--- src/rtl/irq_cond_pkg.sv ---
// Shared constants and types for the interrupt input conditioner.
package irq_cond_pkg;

   localparam int IRQ_COND_MAX_CH  = 32;
   localparam int IRQ_COND_NUM_CH  = 32;
   localparam int IRQ_COND_DB_W    = 16;

   typedef enum logic {
      ST_STABLE  = 1'b0,
      ST_PENDING = 1'b1
   } chan_state_e;

endpackage

--- src/rtl/irq_cond_chan.sv ---
// One interrupt channel: two-flop synchronizer, saturating debounce counter,
// registered clean level and one-cycle change strobe.
module irq_cond_chan
   import irq_cond_pkg::*;
#(
   parameter int DB_W = IRQ_COND_DB_W
) (
   input  logic            clk,
   input  logic            reset,
   input  logic            raw,
   input  logic [DB_W-1:0] db_limit,
   output logic            clean,
   output logic            pulse,
   output chan_state_e     state
);

   logic            s1;
   logic            s2;
   logic [DB_W-1:0] cnt;

   // The channel is pending exactly when the synchronized input disagrees
   // with the published level; no separate state register is needed.
   assign state = (s2 != clean) ? ST_PENDING : ST_STABLE;

   always_ff @(posedge clk or posedge reset) begin
      if (reset) begin
         s1    <= 1'b0;
         s2    <= 1'b0;
         cnt   <= '0;
         clean <= 1'b0;
         pulse <= 1'b0;
      end else begin
         s1    <= raw;
         s2    <= s1;
         pulse <= 1'b0;
         case (state)
            ST_STABLE: cnt <= '0;
            ST_PENDING: begin
               // >= lets a lowered threshold fire at once; the counter only
               // advances while below the limit, so it can never wrap.
               if (cnt >= db_limit) begin
                  clean <= s2;
                  cnt   <= '0;
                  pulse <= 1'b1;
               end else begin
                  cnt <= cnt + DB_W'(1);
               end
            end
            default: cnt <= '0;
         endcase
      end
   end

endmodule

--- src/rtl/irq_input_conditioner.sv ---
// Synchronizes and debounces NUM_CH asynchronous interrupt sources.
// Optional IRQ_COND_INVERT_EN adds invert_mask to flip active-low sources.
module irq_input_conditioner
   import irq_cond_pkg::*;
#(
   parameter int NUM_CH = IRQ_COND_NUM_CH,
   parameter int DB_W   = IRQ_COND_DB_W
) (
   input  logic              clk,
   input  logic              reset,
   input  logic [NUM_CH-1:0] raw_in,
`ifdef IRQ_COND_INVERT_EN
   input  logic [NUM_CH-1:0] invert_mask,
`endif
   input  logic [DB_W-1:0]   db_limit,
   output logic [NUM_CH-1:0] clean_out,
   output logic [NUM_CH-1:0] change_pulse
);

   logic [NUM_CH-1:0] src;
   chan_state_e       chan_state [NUM_CH];

`ifdef IRQ_COND_INVERT_EN
   assign src = raw_in ^ invert_mask;
`else
   assign src = raw_in;
`endif

   generate
      if (NUM_CH < 1 || NUM_CH > IRQ_COND_MAX_CH) begin : g_bad_num_ch
         $error("irq_input_conditioner: NUM_CH out of range");
      end
   endgenerate

   for (genvar i = 0; i < NUM_CH; i++) begin : g_chan
      irq_cond_chan #(
         .DB_W (DB_W)
      ) u_chan (
         .clk      (clk),
         .reset    (reset),
         .raw      (src[i]),
         .db_limit (db_limit),
         .clean    (clean_out[i]),
         .pulse    (change_pulse[i]),
         .state    (chan_state[i])
      );
   end

endmodule
--- config.mk ---
export PLATFORM = sky130hd
export DESIGN_NAME = irq_input_conditioner
export DESIGN_NICKNAME = d
export VERILOG_FILES = /design/src/rtl/irq_cond_pkg.sv /design/src/rtl/irq_cond_chan.sv /design/src/rtl/irq_input_conditioner.sv
export SDC_FILE = /design/constraint.sdc
export NUM_CORES = 2
export LEC_CHECK = 0
export ABC_AREA = 1
export BUFFER_PORTS_ARGS = -buffer_cell sky130_fd_sc_hd__buf_4
export CORE_UTILIZATION = 35
export CTS_CLUSTER_DIAMETER = 150
export CTS_CLUSTER_SIZE = 28
export DETAILED_ROUTE_END_ITERATION = 10
export PLACE_DENSITY = 0.6
export SYNTH_ARGS = -nofsm -noshare
export SYNTH_HDL_FRONTEND = slang
export SYNTH_SLANG_ARGS = --single-unit
--- constraint.sdc ---
create_clock -name clk -period 19.6 [get_ports clk]
set_input_delay 0.98 -clock clk [delete_from_list [all_inputs] [get_ports clk]]
set_output_delay 0.98 -clock clk [all_outputs]
set_load 0.1 [all_outputs]
# After elaboration in Yosys (flattened, before gate mapping)
# Index checks and enable logic that the tools add are counted.
dict set report totals {
  reg_bits 640
  input_bits 50
  output_inout_bits 64
  word_cells 480
}
dict set report classes {
  n_addsub 32
  order_cmp 32
  eq_ne 32
  mux 160
  n_bitwise 32
  n_reduce_logical 32
}
# cell n
set op_table {}
lappend op_table {{$pmux W16 S2} 32}
lappend op_table {{$add A16 B1 Y16 const B} 32}
lappend op_table {{$ge A16 B16 Y1} 32}
lappend op_table {{$mux W16} 32}
lappend op_table {{$mux W1} 96}
lappend op_table {{$reduce_and A2 Y1} 32}
lappend op_table {{$ne A1 B1 Y1} 32}
lappend op_table {{$not A1 Y1} 32}

# Longest topological paths before layout
dict set report depth {
  ltp_word 4
  mapped_depth 13
  ltp_nobuf 13
}

# By module
# A second synthesis with hierarchy kept.
dict set report unflattened {
  hier_cells 5381
  hier_area_um2 47066.4
}
# module instances cells_each area_per_inst_um2 seq_area_each_um2
set by_module_without_submodules {}
lappend by_module_without_submodules {{irq_cond_chan at g_chan[0].u_chan ...} 30 168 1472.7 500.5}
lappend by_module_without_submodules {{irq_cond_chan at g_chan[28].u_chan} 1 173 1470.2 500.5}
lappend by_module_without_submodules {{irq_cond_chan at g_chan[9].u_chan} 1 168 1416.4 500.5}

# Worst setup path before layout
# OpenSTA, ideal clock, no wires.
dict set report synth_path {
  kind {input to register}
  start {input port db_limit[11]}
  end {register g_chan[1].u_chan.cnt[12]}
  t_arrival_ns 2.739
  t_required_ns 19.529
  slack_ns 16.790
  stages 8
  n_path_buf 1
  path_cell_list {inv_1 ha_1 a21oi_1 o21ai_0 a21oi_2 nand3_4 buf_8 nor2_1}
}
dict set report synth_via {
  elab_chain_cells 3
}
# element line
set synth_rtl {}
lappend synth_rtl {{start, declared} irq_input_conditioner.sv:15} ;# input logic [DB_W-1:0] db_limit,
lappend synth_rtl {{$ge A16 B16 Y1} irq_cond_chan.sv:41} ;# if (cnt >= db_limit) begin
lappend synth_rtl {{$mux W16} irq_cond_chan.sv:41}
lappend synth_rtl {{$pmux W16 S2} irq_cond_chan.sv:36} ;# case (state)
lappend synth_rtl {{end signal, assigned} irq_cond_chan.sv:46} ;# cnt <= cnt + DB_W'(1);
lappend synth_rtl {{end, declared} irq_cond_chan.sv:19} ;# logic [DB_W-1:0] cnt;
# No other way between the ends.
# A chain may end at the register's enable or synchronous reset.

==> flow_metrics.tcl <==
set metrics [dict create \
    rsz0062_at_grt "no" \
    drive_gt1_frac 0.0815 \
    nFillCells 12300 \
    numCtsBuffers 27 \
    maxCapViolations 0 \
    synth_top_cells_by_count "1085 x nand2_1, 812 x nor2_1, 640 x dfrtp_1, 544 x ha_1, 505 x inv_1" \
    finalClockSkew_ns 0.0310 \
    cp-startpoint "reset" \
    yosysTopAreaCell "dfrtp_1" \
    seq_area_frac_synth 0.376 \
    max_freq_mhz 347 \
    cp.arrival_ns 3.53 \
    slowest_stage "buf_4" \
    dp_hpwl_mm 61.6 \
    grt_use_total 0.157 \
    grt_pass1_wl_mm 158 \
    overflow 0 \
    postRouteAntennaNets 0 \
    synth_area_leaders "dfrtp_1 38%, ha_1 16%, nand2_1 9.6%" \
    clock-root-buffer "clkbuf_16" \
    fin_tns_setup_ns 0 \
    grt_pass1_vias 30800 \
    power_frac_comb 0.105 \
    seqPwrFrac 0.590 \
    slew_viol_final 0 \
    area_growth_pct 6.94 \
    min_from "g_chan[30].u_chan.s1" \
    synth.ff_latch_count 640 \
    internal_power_mw 1.68 \
    hold_path_class "register to register" \
    die_height_um 351 \
    syn-cell-area_um2 42500 \
    setup_viol 0 \
    p_leak_nw 22.5 \
    nNetsFinal 5754 \
    ff2ff_setup_slack_ns 17.73 \
    die_w_um 351 \
    insertion_delay_ns 0.65 \
    synth_most_common_cell "nand2_1" \
    critPathKind "input pin to async pin" \
    worstMarginPinSlew_ns 1.00 \
    synth_top_area_frac 0.376 \
    antenna_cells 0 \
    placedCellCount 6743 \
    crit_path_end "g_chan[0].u_chan.cnt[12]" \
    synth.avg_cell_area_um2 8.35 \
    slew-limit-headroom 0.333 \
    r2r-end "g_chan[8].u_chan.cnt[7]" \
    antenna_found_initial 0 \
    cp_max_fo 127 \
    placed_area_um2 44700 \
    start_util 0.354 \
    outcome "complete, no violations" \
    cts_tree "yes" \
    cts_sinks 640 \
    final_cells 6777 \
    crit_path_end_kind "async pin" \
    syn_nets 5688 \
    routedWlPerCell_um 14.0 \
    ios 114 \
    cts.clk_slew.worst_paths_ns 0.12 \
    yosysWarnings 0 \
    drc 0 \
    synth_ff_type "dfrtp_1" \
    cts_resized 0 \
    switchingPower_mw 0.631 \
    gp_congestion 0.828 \
    fin_crit_ns 2.88 \
    max_stage_delay_ns 0.86 \
    die_area_um2 123000 \
    cts_hold_buffers 0 \
    clockBufferDepth 3 \
    ir_drop_v 0.0000472 \
    dr.first_iter.drc_count 1459 \
    vias 31800 \
    reg2reg_from "g_chan[8].u_chan.cnt[3]" \
    synth-async-reset-ratio 1.00 \
    cp_cell_sequence "buf_4, inv_8, buf_4, buf_4" \
    rows 127 \
    drt_pre_antenna_iters 5 \
    hold_viol_final 0 \
    finalCritPeriodShare 0.147 \
    post_cts_buffers 0 \
    wirelength_mm 95.2 \
    ys_types 33 \
    sw_frac_of_total 0.273 \
    cts_max_level 1 \
    avgViaCountPerCell 4.69 \
    core-area_um2 120000 \
    grt_start_max_net_pins 168 \
    path_common_cell "buf_4" \
    power_per_cell_area_nw_per_um2 50.8 \
    synth_edf_count 0 \
    rr_worst_depth 9 \
    worstPathRequired_ns 20.25 \
    clockPowerShare 0.304 \
    syn_inst 5094 \
    fin_area_um2 45500 \
    io_buffers 113 \
    start_kind "input pin" \
]
[how the worst min path moves through the flow]
stage                                      end  slack [ns]  depth (start not counted)
final                     g_chan[30].u_chan.s2        0.35                          0
after global routing       g_chan[5].u_chan.s2        0.36                          0
after CTS                 g_chan[30].u_chan.s2        0.35                          0
after detailed placement  g_chan[14].u_chan.s2        0.33                          0
after global placement    g_chan[24].u_chan.s2        0.33                          0
after floorplan            g_chan[0].u_chan.s2        0.33                          0
[per-layer routing]
metal / GRT usage / part of all wire / up-vias
li1: - / - / 16500
met1: 0.212 / 0.49 / 14900
met2: 0.273 / 0.47 / 307
met3: 0.0145 / 0.028 / 89
met4: 0.0316 / 0.019 / 0
met5: 0 / 0 / -
[metrics by stage]
step / hold slack, ns / worst slack, ns / power (mW) / util
finish: 0.347 / 16.72 / 2.31 / 0.378
global route: 0.363 / 16.23 / 2.44 / 0.378
CTS: 0.353 / 16.52 / 2.36 / 0.378
detailed placement: 0.335 / 15.79 / 1.64 / 0.372
global placement: 0.331 / 15.82 / 1.63 / 0.372
floorplan: 0.331 / 0.691 / 1.56 / -
[power by group through the flow]
| stage | Sequential (mW) | Combinational [mW] | Clock, mW |
|---|---|---|---|
| 2_1_floorplan | 1.39 | 0.174 | 0 |
| 3_3_place_gp | 1.39 | 0.243 | 0 |
| 3_5_place_dp | 1.39 | 0.251 | 0 |
| 4_1_cts | 1.37 | 0.252 | 0.746 |
| 5_1_grt | 1.37 | 0.287 | 0.783 |
| 6_report | 1.36 | 0.243 | 0.704 |
[critical path: cells and delay by family]
kind / cells / cell delay, ns
buffers and inverters: 4 / 2.37
[placed cells by master (no fill, tap or decap), types with 2 or more instances in the layout]
cell	instances
inv_1	489
buf_4	131
buf_12	2
xor2_1	297
xnor2_1	99
clkbuf_8	2
inv_8	2
and2_1	31
nor3_1	44
nand3_1	241
o21bai_1	11
nor4_1	30
nor3b_1	11
inv_2	15
nor2_2	59
nand3_4	31
nor2_1	812
o22ai_1	6
o21ai_0	94
nand4_1	48
ha_1	544
nand3_2	16
o21ai_1	12
nand3b_1	21
nor3_2	25
nand2_2	58
dfrtp_1	640
nor3_4	15
a21oi_2	32
nand2_1	1085
o31ai_1	4
clkbuf_16	27
a21oi_1	224
[flip-flops by register name, summed over array words and instances (netlist names)]
name                 cells
g_chan.u_chan.clean     32
g_chan.u_chan.cnt      512
g_chan.u_chan.s1        32
g_chan.u_chan.s2        32
g_chan.u_chan.pulse     32
[final cells by class]
| class | count | area (um^2) | share of cell area |
|---|---|---|---|
| tap | 1612 | 2020 | 0.0443 |
| clock buffer | 30 | 707 | 0.0155 |
| multi-input combinational | 3853 | 23800 | 0.523 |
| sequential | 640 | 16000 | 0.352 |
| inverter | 505 | 1900 | 0.0418 |
| clock inverter | 4 | 43.8 | 0.000963 |
| timing repair buffer | 133 | 1020 | 0.0225 |
[cell families after synthesis]
| logic type | Yosys count | share of synthesized area |
|---|---|---|
| AOI/OAI and AO/OA | 384 | 0.0491 |
| xor gates and xnor gates | 396 | 0.0815 |
| adders and majority gates | 544 | 0.160 |
| buffers and inverters | 601 | 0.0644 |
| DFF | 640 | 0.376 |
| and+or+nand+nor | 2529 | 0.268 |
(Power assumes the default switching activity.)
